## src/rtl/block_serial_subtractor_pkg.sv

```systemverilog
// Shared arithmetic definitions: FSM encodings, clog2 and the slice-width legality check.
`define BSS_ASSERT_DIVISIBLE(w, b) \
  if (((w) % (b)) != 0) begin : g_width_check \
    $error("WIDTH must be a multiple of BLOCK_WIDTH"); \
  end

package block_serial_subtractor_pkg;

  typedef enum logic [1:0] {
    ST_IDLE = 2'd0,
    ST_RUN  = 2'd1,
    ST_DONE = 2'd2
  } state_t;

  function automatic int unsigned clog2(input int unsigned v);
    int unsigned r;
    r = 0;
    for (int i = 0; i < 32; i++) begin
      if ((32'd1 << i) < v) r = 32'(i + 1);
    end
    return r;
  endfunction

endpackage

```

## src/rtl/block_serial_subtractor_borrow_bypass_block.sv

```systemverilog
// One slice of a - b - borrow with a bypass path when every bit propagates.
module borrow_bypass_block #(
  parameter int unsigned WIDTH = 4
) (
  input  logic [WIDTH-1:0] iA,
  input  logic [WIDTH-1:0] iB,
  input  logic             iBw,
  output logic [WIDTH-1:0] oD,
  output logic             oBw
);

  logic [WIDTH:0]   chain;
  logic [WIDTH-1:0] p;

  always_comb begin
    chain[0] = iBw;
    for (int i = 0; i < WIDTH; i++) begin
      p[i]         = ~(iA[i] ^ iB[i]);
      oD[i]        = iA[i] ^ iB[i] ^ chain[i];
      chain[i + 1] = (~iA[i] & iB[i]) | (p[i] & chain[i]);
    end
    // A fully propagating slice passes the incoming borrow straight through.
    oBw = (&p) ? iBw : chain[WIDTH];
  end

endmodule

```

## src/rtl/block_serial_subtractor.sv

```systemverilog
// Serial unsigned subtractor: one BLOCK_WIDTH slice per clock, LSB slice first, valid/ready on both sides.
module block_serial_subtractor
  import block_serial_subtractor_pkg::*;
#(
  parameter int unsigned WIDTH       = 16,
  parameter int unsigned BLOCK_WIDTH = 4
) (
  input  logic             iClk,
  input  logic             iRstN,
  input  logic             iValid,
  output logic             oReady,
  input  logic [WIDTH-1:0] iA,
  input  logic [WIDTH-1:0] iB,
  input  logic             iBw,
  output logic             oValid,
  input  logic             iReady,
  output logic [WIDTH-1:0] oD,
  output logic             oBw,
  output logic             oZ
);

  localparam int unsigned NBLK = WIDTH / BLOCK_WIDTH;
  localparam int unsigned CW   = (NBLK > 1) ? clog2(NBLK) : 1;

  `BSS_ASSERT_DIVISIBLE(WIDTH, BLOCK_WIDTH)

  state_t                 state;
  logic [CW-1:0]          cnt;
  logic [WIDTH-1:0]       a_q;
  logic [WIDTH-1:0]       b_q;
  logic                   bw_q;
  logic [WIDTH-1:0]       work;
  logic [WIDTH-1:0]       work_nxt;
  logic [BLOCK_WIDTH-1:0] a_s;
  logic [BLOCK_WIDTH-1:0] b_s;
  logic [BLOCK_WIDTH-1:0] d_s;
  logic                   bw_s;
  logic                   last;

  // Counter-selected operand slice.
  always_comb begin
    a_s = '0;
    b_s = '0;
    for (int k = 0; k < NBLK; k++) begin
      if (cnt == CW'(k)) begin
        a_s = a_q[k*BLOCK_WIDTH +: BLOCK_WIDTH];
        b_s = b_q[k*BLOCK_WIDTH +: BLOCK_WIDTH];
      end
    end
  end

  borrow_bypass_block #(
    .WIDTH(BLOCK_WIDTH)
  ) u_slice (
    .iA (a_s),
    .iB (b_s),
    .iBw(bw_q),
    .oD (d_s),
    .oBw(bw_s)
  );

  // Merge the current slice into the working result.
  always_comb begin
    work_nxt = work;
    for (int k = 0; k < NBLK; k++) begin
      if (cnt == CW'(k)) work_nxt[k*BLOCK_WIDTH +: BLOCK_WIDTH] = d_s;
    end
  end

  assign last = (cnt == CW'(NBLK - 1));

  // Outputs only update on completion, so an aborted run never leaks a partial result.
  always_ff @(posedge iClk) begin
    if (!iRstN) begin
      state  <= ST_IDLE;
      cnt    <= '0;
      a_q    <= '0;
      b_q    <= '0;
      bw_q   <= 1'b0;
      work   <= '0;
      oD     <= '0;
      oBw    <= 1'b0;
      oZ     <= 1'b0;
      oValid <= 1'b0;
      oReady <= 1'b1;
    end else begin
      case (state)
        ST_IDLE: begin
          if (iValid) begin
            a_q    <= iA;
            b_q    <= iB;
            bw_q   <= iBw;
            cnt    <= '0;
            oReady <= 1'b0;
            state  <= ST_RUN;
          end
        end
        ST_RUN: begin
          work <= work_nxt;
          bw_q <= bw_s;
          cnt  <= cnt + CW'(1);
          if (last) begin
            oD     <= work_nxt;
            oBw    <= bw_s;
            oZ     <= (work_nxt == '0);
            oValid <= 1'b1;
            state  <= ST_DONE;
          end
        end
        ST_DONE: begin
          if (iReady) begin
            oValid <= 1'b0;
            oReady <= 1'b1;
            state  <= ST_IDLE;
          end
        end
        default: begin
          oValid <= 1'b0;
          oReady <= 1'b1;
          state  <= ST_IDLE;
        end
      endcase
    end
  end

endmodule

```

## config.mk

```make
export PLATFORM = sky130hd
export DESIGN_NAME = block_serial_subtractor
export DESIGN_NICKNAME = d
export VERILOG_FILES = /design/src/rtl/block_serial_subtractor_pkg.sv /design/src/rtl/block_serial_subtractor_borrow_bypass_block.sv /design/src/rtl/block_serial_subtractor.sv
export SDC_FILE = /design/constraint.sdc
export NUM_CORES = 1
export LEC_CHECK = 0
export CORE_MARGIN = 2
export CORE_UTILIZATION = 53
export CTS_CLUSTER_DIAMETER = 30
export CTS_CLUSTER_SIZE = 28
export DETAILED_ROUTE_END_ITERATION = 10
export PLACE_DENSITY = 0.81
export SETUP_SLACK_MARGIN = 0.1
export SYNTH_ARGS = -nofsm -noshare
export SYNTH_HDL_FRONTEND = slang
export SYNTH_SLANG_ARGS = --single-unit
```

## constraint.sdc

```tcl
create_clock -name iClk -period 4.1 [get_ports iClk]
set_input_delay 1.025 -clock iClk [delete_from_list [all_inputs] [get_ports iClk]]
set_output_delay 1.025 -clock iClk [all_outputs]
set_load 0.05 [all_outputs]
```

==> flow_summary.yaml, run 1 <==
status:
  status: "finished clean"
clocking:
  cts_root_buf: "clkbuf_8"
  cts_tree: "done"
  clock_path_buffers: 2
  path_clk_slew_ns: 0.07
  numClockSinks: 69
  cts_made_buffers: 9
  cts_max_level: 3
  postCtsHoldBufs: 0
  clkLatencyLatePin_ns: 0.35
timing:
  period_share: 0.911
  fmax_ghz: 0.268
  hold_violations: 0
  maxSlewViolCount: 0
  relSlewSlack: 0.303
  hold_slack_ns: 0.457
  worst_pin_slew_ns: 1.04
  min_period_ns: 3.73
  setup_tns_ns: 0
  rsz0062_at_grt: "false"
  setup_viol: 0
  final.setup_skew_ns: 0.00804
  fin_ws_ns: 0.365
placed_design:
  gp_congestion: 0.908
  hpwl_um: 5250
  pre_cts_ws_ns: 0.371
  placed_cells: 505
  io_buffers: 56
grt:
  antenna_found_initial: 0
  grt_max_degree: 71
  grt_pass1_wl_um: 12400
  overflow: 0
  first_global_vias: 2698
  grt_usage: 0.215
drt:
  wl_per_cell_um: 14.4
  via_per_inst: 5.48
  ant_nets: 0
  wl_um: 7490
  dr.pass1.iters: 5
  vias: 2856
  route.detailed.drc: 0
  first_iter_violations: 201
logic_synthesis:
  synth_area_per_cell_sq_um: 8.64
  synth_area_leaders: "dfxtp_1, nand2_1, a21boi_0, a21boi_1, nor2b_1"
  netlist_area_sq_um: 3460
  synth_top_area_frac: 0.399
  postSynthCellCount: 401
  synth-main-ff-cell: "dfxtp_1"
  ys_ff_latch: 69
  yosys.area.top_type: "dfxtp_1"
  yosysSeqAreaShare: 0.399
  ys_async_sr_fraction: 0
  yosysWarnings: 0
  synth_edf_count: 0
  syn_nets: 450
  synth.distinct_cells: 37
layout:
  instances_no_fill: 521
  area_delta_synth_final_pct: 20.1
  nets: 488
  drive_above_1_share: 0.0721
  nFillCells: 535
  antenna_cells: 0
min_path:
  min_from: "b_q[11]"
  worstHoldPathCells: 2
  whs_endpoint: "b_q[11]"
  worstHoldPathType: "register to register"
setup_path:
  ff2ff_setup_slack_ns: 0.37
  cp-startpoint: "cnt[0]"
  timing_worst_setup_path_type: "register to register"
  path_cells: "inv_1 > ha_1 > buf_4 > a221oi_1 > nor3_1 > a21oi_1 > fa_1 > fa_1 > fa_1 > fa_1 > nor3_1 > nand4_1 > o31ai_1"
  r2r_end: "oZ"
  crit_required_ns: 4.35
  cp_slowest_cell: "fa_1"
  rr_startpoint: "cnt[0]"
  end_kind: "register"
  cpPeakStageDelay_ns: 0.47
  critPathLaunchType: "register"
  path_common_cell: "fa_1"
  arrival_ns: 3.99
  r2r_cells: 13
  worstPathMaxFanout: 15
run:
  maxCapViolations: 0
die:
  die-area_sq_um: 7200
  initial_core_util: 0.545
  core-area_sq_um: 6350
  design.portCount: 57
  num_rows: 29
  die_y_um: 84.8
  die_w_um: 84.8
power_and_ir_drop:
  p_total_mw: 1.65
  p_leak_nw: 1.73
  irDropWorstVdd_uv: 250
  pwr_density_cell_nw_per_um2: 398
-- kinds of logic after synthesis --
kind of cell	Yosys count	share of synthesized area
AND/OR/NAND/NOR	168	0.226
adder cells (fa/ha/maj)	12	0.0520
multiplexers	11	0.0318
flip-flops	69	0.399
AO/OA/AOI/OAI	102	0.220
buffers and inverters	39	0.0719
-- area by class of cell --
| class | count | area, sq um | area share |
|---|---|---|---|
| sequential | 69 | 1380 | 0.332 |
| clock inverter | 4 | 70.1 | 0.0168 |
| inverter | 3 | 11.3 | 0.00271 |
| clock buffer | 12 | 155 | 0.0373 |
| tap | 77 | 96.3 | 0.0232 |
| multi-input combinational | 293 | 1840 | 0.442 |
| timing repair buffer | 63 | 608 | 0.146 |
-- what timing repair did --
| action | 4_1_cts | 5_1_grt |
|---|---|---|
| gates resized for setup | 0 | 2 |
| setup buffers | 0 | 0 |
| endpoints found under the setup margin | 0 | 1 |
-- registers in the layout, indices dropped and copies added (netlist names) --
name	cells
oReady	1
oZ	1
bw_q	1
a_q	16
oD	16
work	12
oValid	1
cnt	2
b_q	16
oBw	1
state	2
-- worst max-delay path, delay by kind of cell, from the launching register on --
| kind | cells | cell delay [ns] |
|---|---|---|
| AO/OA/AOI/OAI | 3 | 0.51 |
| adder cells (fa/ha/maj) | 5 | 1.85 |
| buffers and inverters | 2 | 0.34 |
| flip-flops | 1 | 0.34 |
| AND/OR/NAND/NOR | 3 | 0.59 |
-- worst max path at each step --
stage                     endpoint  slack, ns  depth (start not counted)
after global placement       oD[3]       0.50                         14
after CTS                       oZ       0.35                         13
after floorplan                 oZ       0.45                         15
after detailed placement        oZ       0.37                         13
final                           oZ       0.37                         13
after global routing            oZ       0.16                         13
-- cells in the final DEF (no fill, tap or decap), types with 3 or more instances in the layout --
master and instances:
nand3_1 13, nor2b_1 19, fa_1 4, buf_4 7, o21ai_0 3, a21boi_0 31, nor2_1 5, dfxtp_1 69
clkbuf_8 11, mux2i_1 11, a21boi_1 21, a21oi_1 15, clkdlybuf4s50_1 55, a221oi_1 8, nor3_1 13, ha_1 6
nand2_1 105, o211a_1 11, inv_1 3, a21o_1 8
-- where the power goes --
group	leakage [nW]	internal (mW)	switching [mW]
Clock	0.116	0.374	0.250
Sequential	0.562	0.700	0.0226
Combinational	1.05	0.139	0.169
-- synthesized netlist by cell type, types with 2 or more instances --
cell      number
a221oi_1       8
a21boi_0      31
clkbuf_1      14
a21boi_1      21
nand3_1       13
mux2i_1       11
buf_4          5
dfxtp_1       69
o21ai_0        3
nand2_1      105
o211a_1       11
nor3_1        13
buf_6         10
nor2_1         5
ha_1           8
inv_1          3
nor2b_1       19
nand2b_1       2
a21o_1         8
buf_2          7
nand4_1        2
fa_1           4
a21oi_1       15
-- per-layer routing --
| layer | part of all wire | up-vias | global-route usage |
|---|---|---|---|
| li1 | - | 1436 | - |
| met1 | 0.48 | 1340 | 0.284 |
| met2 | 0.46 | 68 | 0.341 |
| met3 | 0.041 | 12 | 0.0331 |
| met4 | 0.021 | 0 | 0.115 |
| met5 | 0 | - | 0 |
-- stage by stage --
step,area [sq um],util
finish,4160,0.655
CTS,4160,0.654
global placement,3930,0.619
detailed placement,3930,0.619
floorplan,3460,-
global route,4160,0.655
No activity file was read; power rests on OpenSTA's default activity.
==> inputs of run 2 (changes only) <==
CELL_PAD_IN_SITES_DETAIL_PLACEMENT = 1   (was default)
CELL_PAD_IN_SITES_GLOBAL_PLACEMENT = 1   (was default)
CORE_MARGIN = default   (was 2)
CORE_UTILIZATION = 40   (was 53)
PLACE_DENSITY = 0.82   (was 0.81)
==> run 2 against run 1 <==
Effect of this change: non-clock buffer count fell by 1; global-route usage fell by 1.6 points; die area rose by 26%; hold slack improved by 0.0086 ns; via count barely moved; critical endpoint unchanged; highest routed layer unchanged.
==> flow_summary.yaml, run 2 (same netlist as run 1, synthesis figures left out) <==
power_and_ir_drop:
  p_leak_nw: 1.75
  irDropWorstVdd_uv: 226
  p_total_mw: 1.78
  pwr_density_cell_nw_per_um2: 420
die:
  initial_core_util: 0.417
  core-area_sq_um: 8300
  design.portCount: 57
  die-area_sq_um: 9030
  die_w_um: 95.1
  die_y_um: 95.1
  num_rows: 33
setup_path:
  crit_required_ns: 4.37
  timing_worst_setup_path_type: "register to register"
  critPathLaunchType: "register"
  arrival_ns: 4.02
  end_kind: "register"
  worstPathMaxFanout: 8
timing:
  hold_violations: 0
  final.setup_skew_ns: 0.0144
  rsz0062_at_grt: "false"
  fmax_ghz: 0.267
  setup_tns_ns: 0
  maxSlewViolCount: 0
  relSlewSlack: 0.302
  hold_slack_ns: 0.466
  period_share: 0.913
  setup_viol: 0
  worst_pin_slew_ns: 1.05
  min_period_ns: 3.74
layout:
  drive_above_1_share: 0.0745
  largest_registers: "a_q x16, b_q x16, oD x16"
  layout_commonest_cell: "nand2_1"
  multi_input_area_sq_um: 1840
  area_delta_synth_final_pct: 22.4
  antenna_cells: 0
  final_cell_mix: "nand2_1, dfxtp_1, clkdlybuf4s50_1, a21boi_0, a21boi_1"
  nFillCells: 977
  nets: 487
  seq_area_sq_um: 1380
status:
  status: "finished clean"
drt:
  vias: 2854
  ant_nets: 0
  route.detailed.drc: 0
  wl_per_cell_um: 15.2
  first_iter_violations: 95
  dr.pass1.iters: 4
  wl_um: 8310
  via_per_inst: 5.21
placed_design:
  io_buffers: 56
  gp_congestion: 0.786
  hpwl_um: 5790
clocking:
  path_clk_slew_ns: 0.08
  numClockSinks: 69
  cts_made_buffers: 9
  cts_resized: 0
  clkLatencyLatePin_ns: 0.36
  postCtsHoldBufs: 0
  cts_tree: "done"
  clock_path_buffers: 2
  cts_max_level: 3
  post_cts_buffers: 0
  cts_root_buf: "clkbuf_8"
grt:
  first_global_vias: 2889
  antenna_found_initial: 0
  grt_pass1_wl_um: 13800
  overflow: 0
  grt_usage: 0.200
  grt_max_degree: 71
min_path:
  worstHoldPathType: "register to register"
run:
  maxCapViolations: 0
-- run 2: critical path, cell delays in order (launching register included) --
cell and delay [ns]:
dfxtp_1 0.34, inv_1 0.11, ha_1 0.26, nor2b_1 0.07, a221oi_1 0.30, nor3_1 0.11
a21o_1 0.18, fa_1 0.41, fa_1 0.39, fa_1 0.42, fa_2 0.51, nor3_1 0.22
nand4_1 0.13, o31ai_1 0.24
-- run 2: power breakdown --
part | switching [mW] | internal (mW)
combinational | 0.176 | 0.137
sequential | 0.0235 | 0.700
clock | 0.277 | 0.470
-- run 2: final timing paths --
path	startpoint	end	slack, ns	cells past startpoint
worst max-delay path	cnt[1]	oZ	0.36	13
worst min-delay path	b_q[5]	b_q[5]	0.47	2
worst max register to register	cnt[1]	oZ	0.36	13
worst min register to register	b_q[5]	b_q[5]	0.47	2
-- run 2: metrics by stage --
stage | setup slack [ns] | cells | utilization | instance area, sq um
6_report | 0.356 | 548 | 0.511 | 4240
5_1_grt | 0.163 | 548 | 0.511 | 4240
4_1_cts | 0.193 | 548 | 0.509 | 4230
3_5_place_dp | 0.235 | 532 | 0.477 | 3960
3_3_place_gp | 0.432 | 532 | 0.477 | 3960
2_1_floorplan | 0.455 | 401 | - | 3460
-- run 2: area by class of cell --
type | instances | share of cell area
clock buffers | 9 | 0.0292
clock inverters | 7 | 0.0345
inverters | 3 | 0.00266
multi-input cells | 293 | 0.435
flip-flops and latches | 69 | 0.326
well taps | 105 | 0.0310
repair buffers | 62 | 0.142
-- run 2: layer usage --
metal | global-route usage | vias to the layer above | routed length, um
li1 | - | 1430 | -
met1 | 0.265 | 1356 | 4030
met2 | 0.317 | 58 | 3850
met3 | 0.0415 | 10 | 321
met4 | 0.0770 | 0 | 107
met5 | 0 | - | 0
==> inputs of run 3 (changes only) <==
CAP_MARGIN = 20   (was default)
==> results of run 3 <==
The final DEF is identical to that of run 2; final timing and power are the same.
